## config.mk

```make
export PLATFORM = sky130hd
export DESIGN_NAME = argmax_tracker
export DESIGN_NICKNAME = d
export VERILOG_FILES = /design/src/rtl/result_checker_argmax_tracker.sv
export SDC_FILE = /design/constraint.sdc
export NUM_CORES = 1
export LEC_CHECK = 0
export CAP_MARGIN = 40
export CORE_AREA = 2 2 75 77
export DETAILED_ROUTE_END_ITERATION = 8
export DIE_AREA = 0 0 77 79
export PLACE_DENSITY_LB_ADDON = 0.15
export SETUP_SLACK_MARGIN = 0.1
export SLEW_MARGIN = 5
export SYNTH_ARGS = -nofsm -noshare
export SYNTH_HDL_FRONTEND = slang
export SYNTH_SLANG_ARGS = --single-unit
```

## constraint.sdc

```tcl
create_clock -name clk -period 3.2 [get_ports clk]
set_input_delay 0.48 -clock clk [delete_from_list [all_inputs] [get_ports clk]]
set_output_delay 0.48 -clock clk [all_outputs]
set_load 0.01 [all_outputs]
```

## src/rtl/result_checker_argmax_tracker.sv

```systemverilog
// argmax_tracker: running signed maximum of a stream of (idx, value) samples.
// Only a strictly greater value replaces the held maximum, so on a tie the
// lower index wins.
//   clear_i       : restart from the most negative value, index 0
//   valid_i       : idx_i/val_i carry a sample this cycle
//   idx_i, val_i  : sample index and signed value
//   best_idx_nx_o : index of the maximum including this cycle's sample
`timescale 1ns/1ps
module argmax_tracker #(
    parameter int DATA_W = 32,
    parameter int IDX_W  = 8
) (
    input  logic              clk,
    input  logic              rst,
    input  logic              clear_i,
    input  logic              valid_i,
    input  logic [IDX_W-1:0]  idx_i,
    input  logic [DATA_W-1:0] val_i,
    output logic [IDX_W-1:0]  best_idx_nx_o
);

    localparam logic signed [DATA_W-1:0] MOST_NEG = {1'b1, {(DATA_W-1){1'b0}}};

    logic signed [DATA_W-1:0] best_val_q, best_val_d;
    logic [IDX_W-1:0]         best_idx_q, best_idx_d;

    // Next maximum: clear wins, else take the sample only when strictly greater.
    always_comb begin
        best_val_d = best_val_q;
        best_idx_d = best_idx_q;
        if (clear_i) begin
            best_val_d = MOST_NEG;
            best_idx_d = {IDX_W{1'b0}};
        end else if (valid_i && ($signed(val_i) > best_val_q)) begin
            best_val_d = $signed(val_i);
            best_idx_d = idx_i;
        end else begin
            best_val_d = best_val_q;
            best_idx_d = best_idx_q;
        end
    end

    // Maximum registers.
    always_ff @(posedge clk) begin
        if (rst) begin
            best_val_q <= MOST_NEG;
            best_idx_q <= {IDX_W{1'b0}};
        end else begin
            best_val_q <= best_val_d;
            best_idx_q <= best_idx_d;
        end
    end

    assign best_idx_nx_o = best_idx_d;

endmodule

```

==> summary.txt, run 1 <==
Die
  – Core ar.: 5340 µm²
  – Die area: 6080 µm²
  – Die Ht: 79 µm
  – Row count: 27
  – Initial core utilization: 43.5%
  – Num ports: 52
  – Horiz. Die Dim: 77 µm

Clocking
  – Clk root buf: clkbuf_8
  – Reg clk slew, reported paths: 0.07 ns
  – Worst skew pair latency: 0.28 ns
  – CTS max path bufs: 2
  – TritonCTS clock tree: done
  – Num CTS Buffers: 5
  – Clock sinks: 40
  – H-tree depth: 2

STA
  – Final setup viols: 8
  – FMAX: 0.301 GHz
  – Tmin final: 3.32 ns
  – Slew at the pin closest to its max-slew limit: 0.444 ns
  – Fin worst setup slack: -0.119 ns
  – Max Transition Viols Final: 0
  – Slew headroom: 70.4%
  – Setup TNS: -0.796 ns
  – Period utilisation layout: 104%
  – RSZ-0062 raised after global routing: true
  – Skew final: 0.00562 ns
  – Hold Violations, Final: 0

Routing
  – Vias: 2161
  – Iter 0 DRT Violations: 101
  – Final ANT Viol Nets: 0
  – DR vias/cell: 5.43
  – First-pass iteration count of the detailed router: 4
  – DR WL/cell: 14.0 µm
  – Remaining DRCs: 0
  – Post-Route WL: 5580 µm

Global route
  – Gr usage total: 18.7%
  – Vias in the first global route: 2120
  – Grt ovf: 0
  – First-pass GRT wire length: 9200 µm
  – Initial antenna violation count: 0
  – Largest net degree at the start of global routing: 41

Finish
  – Reg area: 807 µm²
  – Post-route design area: 3370 µm²
  – Inserted Diodes: 0
  – Share of layout cells above drive strength 1: 27.0%
  – Area Growth Syn to Fin: 45.0%
  – Fill count: 508
  – Area of the multi-input gates: 1480 µm²
  – Leading cell type in the layout, fill and taps excluded: a32o_1
  – Most frequent cells in the layout: 45 x a32o_1, 37 x buf_4, 35 x dfxtp_1, 31 x inv_1, 26 x ha_1
  – Finished Layout Cells: 398
  – Final nets: 401

Place
  – HPWL Detailed: 3720 µm
  – Placer congestion estimate: 0.721
  – Inst Count DP: 375
  – Placement Cell Area: 3080 µm²
  – Port Buf Inserts: 51

Worst hold path
  – Worst Hold Class: in2reg

Logic synthesis
  – Mapped Avg Cell Area: 9.60 µm²
  – #FFs+latches synth: 40
  – Register area share after synthesis: 34.5%
  – Synth warnings: 0
  – Unique masters post-synth: 30
  – Synth area leader: dfxtp_1
  – Syn Nets: 318
  – Syn Inst Count: 242
  – Synth top area share: 34.5%
  – Synthesized cell area: 2320 µm²
  – Area contributors post-synth: dfxtp_1 34%, a32o_1 20%, ha_1 17%, inv_1 5.5%, a21oi_1 3.0%

Critical path
  – Worst setup path class: in2out
  – Crit path DAT: 2.84 ns
  – CP endpoint kind: output port
  – Element type at the critical path start: input pin
  – Crit Path Max Fanout: 8
  – Worst path required time: 2.72 ns

Power
  – Pleak: 1.33 nW
  – Total Power: 1.20 mW
  – Pwr dens: 358 nW/µm²
  – Worst vdd ir: 0.222 mV

Run
  – Max-Cap Viols: 0

Status
  – Failing checks: setup timing
  – Status: finished with violations
## metal layers
| metal | wire length [µm] | vias to the layer above | global-route usage [%] |
|---|---|---|---|
| li1 | - | 1083 | - |
| met1 | 2440 | 1020 | 21.5 |
| met2 | 2820 | 51 | 34.5 |
| met3 | 260 | 7 | 4.20 |
| met4 | 60 | 0 | 5.89 |
| met5 | 0 | - | 0 |
## flip-flops by register name, summed over array words and instances (netlist names)
name / count
best_idx_q: 8
best_val_q: 32
## layout make-up
cell class,count,share of cell area [%]
tap,72,2.68
timing repair buffer,91,22.8
clock buffer,8,2.68
multi-input combinational,153,44.1
sequential,40,24.0
inverter,34,3.79
## final timing paths
path / start / endpoint / slack (ns) / cells past startpoint
setup reg to reg: best_val_q[15]$_SDFFE_PP0N_ / best_val_q[22]$_SDFFE_PP0N_ / 0.31 / 9
setup / recovery: val_i[9] / best_idx_nx_o[7] / -0.12 / 9
hold / removal: val_i[14] / best_val_q[14]$_SDFFE_PP0N_ / 0.45 / 2
hold reg to reg: best_val_q[12]$_SDFFE_PP0N_ / best_val_q[12]$_SDFFE_PP0N_ / 0.49 / 1
## power by group
| group | switching (mW) | internal, mW | leakage, nW | total (mW) |
|---|---|---|---|---|
| logic | 0.162 | 0.177 | 0.962 | 0.339 |
| registers | 0.00847 | 0.517 | 0.327 | 0.525 |
| clock network | 0.165 | 0.176 | 0.0455 | 0.340 |
| total | 0.335 | 0.870 | 1.33 | 1.20 |
## logic make-up after synthesis
family / synth area share [%]
AO/OA/AOI/OAI: 29.2
buffers and inverters: 9.27
flip-flops: 34.5
AND/OR/NAND/NOR: 8.51
adder cells (fa/ha/maj): 17.2
multiplexers: 0.916
XOR/XNOR: 0.377
## cells in the mapped netlist
cell type	number
o41ai_2	1
mux2i_1	1
o21ai_0	5
mux2_2	1
buf_6	4
a32o_1	46
o211ai_1	1
nor2b_1	9
nand2_1	11
nor2_1	7
nand3_1	2
or4_1	2
nand4_1	6
a211o_1	1
a211oi_1	2
a32oi_1	2
o221a_1	1
a21o_1	1
a21oi_1	14
nor3_1	1
nand2b_1	1
ha_1	32
inv_1	34
a2111oi_0	1
o21a_1	3
clkbuf_1	10
xor2_1	1
dfxtp_1	40
buf_2	1
o31ai_1	1
## metrics by stage
| step | hold WS (ns) | utilization (%) | setup slack (ns) |
|---|---|---|---|
| 4_1_cts | 0.444 | 62.4 | -0.121 |
| 3_3_place_gp | 0.468 | 57.6 | -0.759 |
| 3_5_place_dp | 0.475 | 57.6 | -0.807 |
| 5_1_grt | 0.440 | 63.1 | -0.207 |
| 2_1_floorplan | 0.457 | - | 0.124 |
| 6_report | 0.453 | 63.1 | -0.119 |
## critical path, stage by stage
cell             delay (ns)
clkdlybuf4s15_1        0.18
ha_1                   0.30
nand4_1                0.17
or4_4                  0.46
o221a_1                0.28
o21a_4                 0.23
a211o_4                0.37
a32o_1                 0.23
buf_2                  0.14
## what timing repair did
item	4_1_cts	5_1_grt
hold buffers	0	0
gates resized for setup	107	8
hold endpoints to repair	0	0
pin swaps	43	5
setup buffers	13	2
setup endpoints to repair	48	8
No activity file was read; power rests on OpenSTA's default activity.
==> run 2: changes to the inputs <==
--- a/config.mk
+++ b/config.mk
@@ -10,7 +10,7 @@
 export DETAILED_ROUTE_END_ITERATION = 8
 export DIE_AREA = 0 0 77 79
 export PLACE_DENSITY_LB_ADDON = 0.15
-export SETUP_SLACK_MARGIN = 0.1
+export SETUP_SLACK_MARGIN = 0.05
 export SLEW_MARGIN = 5
 export SYNTH_ARGS = -nofsm -noshare
 export SYNTH_HDL_FRONTEND = slang
==> run 2 against run 1 <==
Against the previous run:
- first-iteration DRC count is 31% higher
- critical path type unchanged
- flip-flop and latch count unchanged
- final cell count decreased by 2.0%
- count of clock-buffer cells in the layout down 3
- design area decreased by 0.11%
- sequential share of layout area about the same
- setup slack got worse by 0.022 ns
- the flow still finishes with violations (setup timing)
- via count decreased by 1.4%
==> summary.txt, run 2 (synthesized netlist as in run 1, its figures left out) <==
Finish
  – Post-route design area: 3360 µm² (-0.11%)
  – Area of the multi-input gates: 1500 µm² (+1.3%)
  – Largest regs: best_val_q: 32 flops, best_idx_q: 8 flops
  – Inserted Diodes: 0 (unchanged)
  – Reg area: 807 µm² (unchanged)
  – Final nets: 393 (-2.0%)
  – Share of layout cells above drive strength 1: 27.0% (+0.050 points)
  – Area Growth Syn to Fin: 44.8%
  – Max reg flops: 32 (unchanged)
  – Fill count: 489 (-3.7%)
  – Largest Register: best_val_q
  – Most frequent cells in the layout: 46 x a32o_1, 35 x dfxtp_1, 31 x buf_4, 30 x inv_1, 23 x ha_1
  – Leading cell type in the layout, fill and taps excluded: a32o_1

Place
  – Placement Cell Area: 3050 µm² (-0.85%)
  – Port Buf Inserts: 51 (unchanged)
  – Placer congestion estimate: 0.768 (+6.5%)
  – HPWL Detailed: 3700 µm (-0.48%)

Global route
  – First-pass GRT wire length: 8940 µm (-2.8%)
  – Grt ovf: 0 (unchanged)
  – Initial antenna violation count: 0 (unchanged)
  – Met3 Use GR: 5.00% (+0.80 points)
  – Routing usage on met1: 22.0% (+0.46 points)
  – Gr usage total: 18.4% (-0.26 points)
  – Vias in the first global route: 2056 (-3.0%)
  – GR peak layer: met2
  – M2 GR Usage: 31.0% (-3.5 points)
  – Largest net degree at the start of global routing: 41 (unchanged)

Power
  – Pleak: 1.31 nW (-1.9%)
  – Worst vdd ir: 0.257 mV (+16%)
  – Pwr dens: 420 nW/µm² (+17%)

Clocking
  – Reg clk slew, reported paths: 0.08 ns (about the same)
  – Clock sinks: 40 (unchanged)
  – CTS max path bufs: 2 (unchanged)
  – TritonCTS clock tree: done
  – H-tree depth: 2 (unchanged)
  – Worst skew pair latency: 0.30 ns (+0.02 ns)
  – Num CTS Buffers: 5 (unchanged)
  – Clk root buf: clkbuf_8

STA
  – Slew headroom: 70.6% (+0.17 points)
  – Tmin final: 3.34 ns (+0.0224 ns)
  – Worst Hold Slack: 0.439 ns (-0.0136 ns)
  – FMAX: 0.299 GHz (-0.67%)
  – Hold Violations, Final: 0 (unchanged)
  – Max Transition Viols Final: 0 (unchanged)
  – Period utilisation layout: 104% (+0.70 points)
  – RSZ-0062 raised after global routing: true
  – Fin worst setup slack: -0.142 ns (-0.0224 ns)
  – Skew final: 0.00542 ns (-0.000199 ns)
  – Slew at the pin closest to its max-slew limit: 0.441 ns (-0.00253 ns)
  – Final setup viols: 8 (unchanged)

Die
  – Initial core utilization: 43.5% (unchanged)
  – Num ports: 52 (unchanged)
  – Row count: 27 (unchanged)
  – Die area: 6080 µm² (unchanged)
  – Horiz. Die Dim: 77 µm (unchanged)
  – Die Ht: 79 µm (unchanged)
  – Core ar.: 5340 µm² (unchanged)

Status
  – Status: finished with violations
  – Failing checks: setup timing

Routing
  – Final ANT Viol Nets: 0 (unchanged)
  – Remaining DRCs: 0 (unchanged)
  – DR WL/cell: 13.9 µm (-0.86%)
  – Post-Route WL: 5420 µm (-2.9%)
  – Vias: 2130 (-1.4%)
  – DR vias/cell: 5.46 (+0.59%)
  – Iter 0 DRT Violations: 132 (+31%)
  – First-pass iteration count of the detailed router: 4 (unchanged)

Critical path
  – R2r endpoint: best_val_q[15]$_SDFFE_PP0N_
  – Crit path DAT: 2.86 ns (+0.02 ns)
  – R2r setup slk: 0.18 ns (-0.13 ns)
  – Slowest stage cell, crit path: or4_4
  – Crit path buf inv count: 2 (unchanged)
  – Delay-heaviest family, CP: compound AO/OA/AOI/OAI gates
  – Element type at the critical path start: input pin
  – CP max stage delay: 0.53 ns (+0.07 ns)
  – Worst setup path class: in2out
  – CP endpoint kind: output port
  – Crit Path Max Fanout: 8 (unchanged)
  – Cell breakdown of the critical path: dlygate4sd2_1 > ha_1 > nand2_1 > or4_4 > o221a_1 > o21a_4 > a211o_4 > a32o_1 > buf_2
  – Reg2reg start: best_val_q[13]$_SDFFE_PP0N_
  – Worst r2r path cells: 10 (+1)
  – Worst path required time: 2.72 ns (about the same)

Worst hold path
  – Worst hold stages: 2 (unchanged)
  – Hold Crit Start: val_i[12]
  – Worst Hold Class: in2reg
  – Worst Hold Path EP: best_val_q[12]$_SDFFE_PP0N_

Run
  – Max-Cap Viols: 0 (unchanged)
[run 2: power by group]
part	total, mW	internal (mW)	switching, mW	leakage [nW]
clock	0.571	0.390	0.181	0.0784
sequential	0.525	0.517	0.00866	0.327
combinational	0.315	0.159	0.156	0.904
[run 2: through the flow]
step / TNS (ns) / power, mW / setup WS, ns / instances / utilization [%]
after detailed placement: -22.20 / 0.825 / -0.969 / 375 / 57.1
after global placement: -21.11 / 0.822 / -0.840 / 375 / 57.1
after CTS: -1.09 / 1.41 / -0.155 / 388 / 62.0
after global routing: -1.76 / 1.48 / -0.247 / 390 / 63.0
after floorplan: 0 / 0.691 / 0.0535 / 242 / -
final: -1.03 / 1.41 / -0.142 / 390 / 63.0
[run 2: layout make-up]
cell class / instances / share of cell area (%)
clock inverters: 3 / 2.68
inverters: 34 / 3.79
flip-flops and latches: 40 / 24.0
clock buffers: 5 / 2.05
well taps: 72 / 2.68
multi-input cells: 153 / 44.7
repair buffers: 83 / 20.1
[run 2: worst max path at each step]
stage / slack (ns) / to / from / cells past startpoint
3_3_place_gp: -0.84 / best_idx_nx_o[0] / val_i[25] / 9
5_1_grt: -0.25 / best_idx_nx_o[6] / best_val_q[15]$_SDFFE_PP0N_ / 13
3_5_place_dp: -0.97 / best_idx_nx_o[0] / val_i[31] / 10
4_1_cts: -0.15 / best_idx_nx_o[0] / best_val_q[13]$_SDFFE_PP0N_ / 9
2_1_floorplan: 0.05 / best_idx_nx_o[0] / val_i[31] / 10
6_report: -0.14 / best_idx_nx_o[7] / val_i[6] / 9
[run 2: repair_timing]
item,4_1_cts,5_1_grt
setup endpoints to repair,48,8
gates resized for setup,104,8
gates cloned,0,0
hold buffers,0,0
pin swaps,44,16
buffers inserted,5,2
[run 2: metal layers]
metal	share of wire [%]	vias to the layer above	wire (µm)
li1	-	1073	-
met1	47	990	2520
met4	2.2	0	121
met5	0	-	0
met2	46	55	2510
met3	4.9	12	264
==> run 3: changes to the inputs <==
--- a/config.mk
+++ b/config.mk
@@ -6,9 +6,9 @@
 export NUM_CORES = 1
 export LEC_CHECK = 0
 export CAP_MARGIN = 40
-export CORE_AREA = 2 2 75 77
+export CORE_AREA = 8 8 81 83
 export DETAILED_ROUTE_END_ITERATION = 8
-export DIE_AREA = 0 0 77 79
+export DIE_AREA = 0 0 89 91
 export PLACE_DENSITY_LB_ADDON = 0.15
 export SETUP_SLACK_MARGIN = 0.05
 export SLEW_MARGIN = 5
==> run 3 against run 2 <==
Against the previous run:
- the run still ends with setup timing left
- die area grew 33%
- sequential power is essentially flat
- clock skew shrank 0.0012 ns
- routed wire length grew 13%
- largest power group is now registers
==> summary.txt, run 3 (synthesized netlist as in run 1, its figures left out) <==
Status
  – Status: finished with violations
  – Failing checks: setup timing

Global route
  – Gr usage total: 15.3% (-3.1 points)
  – Initial antenna violation count: 0 (unchanged)
  – First-pass GRT wire length: 10000 µm (+12%)
  – Vias in the first global route: 2270 (+10%)
  – Largest net degree at the start of global routing: 41 (unchanged)
  – Grt ovf: 0 (unchanged)

Place
  – Placer congestion estimate: 0.758 (-1.3%)
  – Port Buf Inserts: 51 (unchanged)
  – Placement Cell Area: 3060 µm² (+0.33%)
  – Inst Count DP: 373 (-0.53%)
  – HPWL Detailed: 4060 µm (+9.9%)

Die
  – Num ports: 52 (unchanged)
  – Initial core utilization: 43.5% (unchanged)
  – Die Ht: 91 µm (+15%)
  – Row count: 27 (unchanged)
  – Die area: 8100 µm² (+33%)
  – Horiz. Die Dim: 89 µm (+16%)
  – Core ar.: 5340 µm² (unchanged)

Finish
  – Most frequent cells in the layout: 46 x a32o_1, 32 x buf_4, 31 x dfxtp_1, 29 x inv_1, 17 x ha_1
  – Largest regs: best_val_q: 32 flops, best_idx_q: 8 flops
  – Inserted Diodes: 0 (unchanged)
  – Largest Register: best_val_q
  – Fill count: 455 (-7.0%)
  – Area Growth Syn to Fin: 49.3%
  – Area of the multi-input gates: 1600 µm² (+6.4%)
  – Finished Layout Cells: 394 (+1.0%)
  – Final nets: 398 (+1.3%)
  – Max reg flops: 32 (unchanged)
  – Leading cell type in the layout, fill and taps excluded: a32o_1
  – Share of layout cells above drive strength 1: 32.9% (+5.9 points)
  – Reg area: 812 µm² (+0.62%)
  – Post-route design area: 3470 µm² (+3.1%)

STA
  – Setup TNS: -1.26 ns (-0.233 ns)
  – RSZ-0062 raised after global routing: true
  – Slew at the pin closest to its max-slew limit: 0.429 ns (-0.0118 ns)
  – Hold Violations, Final: 0 (unchanged)
  – Max Transition Viols Final: 0 (unchanged)
  – FMAX: 0.297 GHz (-0.77%)
  – Slew headroom: 71.4% (+0.79 points)
  – Final setup viols: 8 (unchanged)
  – Period utilisation layout: 105% (+0.81 points)
  – Tmin final: 3.37 ns (+0.0260 ns)
  – Skew final: 0.00421 ns (-0.00121 ns)
  – Fin worst setup slack: -0.168 ns (-0.0260 ns)

Critical path
  – CP endpoint kind: output port
  – Worst path required time: 2.72 ns (about the same)
  – Cell breakdown of the critical path: inv_2 > ha_4 > nand4_1 > or4_4 > o221a_1 > o21a_4 > a211o_4 > a32o_1 > buf_2
  – Slowest stage cell, crit path: or4_4
  – Element type at the critical path start: flip-flop
  – R2r setup slk: 0.26 ns (+0.08 ns)
  – Worst setup path class: reg2out
  – Crit Path Max Fanout: 8 (unchanged)
  – Crit path DAT: 2.89 ns (+0.03 ns)
  – CP max stage delay: 0.54 ns (about the same)

Routing
  – DR vias/cell: 5.45 (-0.23%)
  – Remaining DRCs: 0 (unchanged)
  – Vias: 2147 (+0.80%)
  – First-pass iteration count of the detailed router: 4 (unchanged)
  – Final ANT Viol Nets: 0 (unchanged)
  – Post-Route WL: 6150 µm (+13%)
  – Iter 0 DRT Violations: 107 (-19%)
  – DR WL/cell: 15.6 µm (+12%)

Clocking
  – TritonCTS clock tree: done
  – Clk root buf: clkbuf_8
  – H-tree depth: 2 (unchanged)
  – Clock sinks: 40 (unchanged)
  – Worst skew pair latency: 0.30 ns (about the same)
  – Post-CTS Hold Buffers: 0 (unchanged)
  – CTS max path bufs: 2 (unchanged)
  – Num CTS Buffers: 5 (unchanged)
  – Reg clk slew, reported paths: 0.07 ns (about the same)

Worst hold path
  – Worst Hold Class: in2reg

Run
  – Max-Cap Viols: 0 (unchanged)

Power
  – Worst vdd ir: 0.244 mV (-5.0%)
  – Pleak: 1.34 nW (+2.0%)
  – Pwr dens: 356 nW/µm² (-15%)
run 3: cell types whose count changed in the layout (fill, tap and decap cells not counted), sizes merged:
cell and delta:
dlygate4sd2 -13, clkdlybuf4s15 +7, bufinv -3, clkbuf +8, buf +5
run 3: area by class of cell:
cell class	count	share of cell area [%]
Multi-Input combinational cell	153	46.1
Sequential cell	40	23.4
Timing Repair Buffer	88	21.4
Inverter	34	3.68
Clock buffer	7	2.78
Tap cell	72	2.60
run 3: repair_timing:
item	in CTS	in global routing
buffers inserted	11	3
endpoints found under the setup margin	48	8
gates resized for setup	101	42
pin swaps	45	25
run 3: metal layers:
layer	vias up	global-route usage (%)	routed length [µm]
met5	-	0	0
met4	0	4.99	96
met3	10	3.78	272
li1	1083	-	-
met1	1009	17.5	2730
met2	45	26.9	3050
run 3: path summary, 6_finish.rpt:
check                         startpoint                          to  depth (start not counted)
max          best_val_q[14]$_SDFFE_PP0N_            best_idx_nx_o[3]                          9
min                             val_i[8]  best_val_q[8]$_SDFFE_PP0N_                          2
max reg2reg  best_val_q[14]$_SDFFE_PP0N_  best_val_q[5]$_SDFFE_PP0N_                          9
min reg2reg   best_val_q[8]$_SDFFE_PP0N_  best_val_q[8]$_SDFFE_PP0N_                          1
run 3: power by group:
| group | internal [mW] | leakage [nW] | switching, mW |
|---|---|---|---|
| combinational | 0.179 | 0.957 | 0.168 |
| clock | 0.192 | 0.0503 | 0.170 |
| sequential | 0.517 | 0.329 | 0.00898 |
run 3: per-stage QoR:
step | hold slack, ns | utilization, % | setup WS [ns] | power [mW]
global route | 0.430 | 65.0 | -0.267 | 1.30
global placement | 0.469 | 57.3 | -0.943 | 0.822
floorplan | 0.457 | - | 0.0535 | 0.691
detailed placement | 0.475 | 57.3 | -1.07 | 0.827
CTS | 0.437 | 61.9 | -0.149 | 1.22
finish | 0.418 | 65.0 | -0.168 | 1.24
run 3: critical path: cells and delay by family, from the launching register on:
kind                     cells  cell delay, ns
flip-flops                   1            0.34
AND/OR/NAND/NOR              2            0.68
buffers and inverters        2            0.18
AO/OA/AOI/OAI                4            1.13
adder cells (fa/ha/maj)      1            0.25
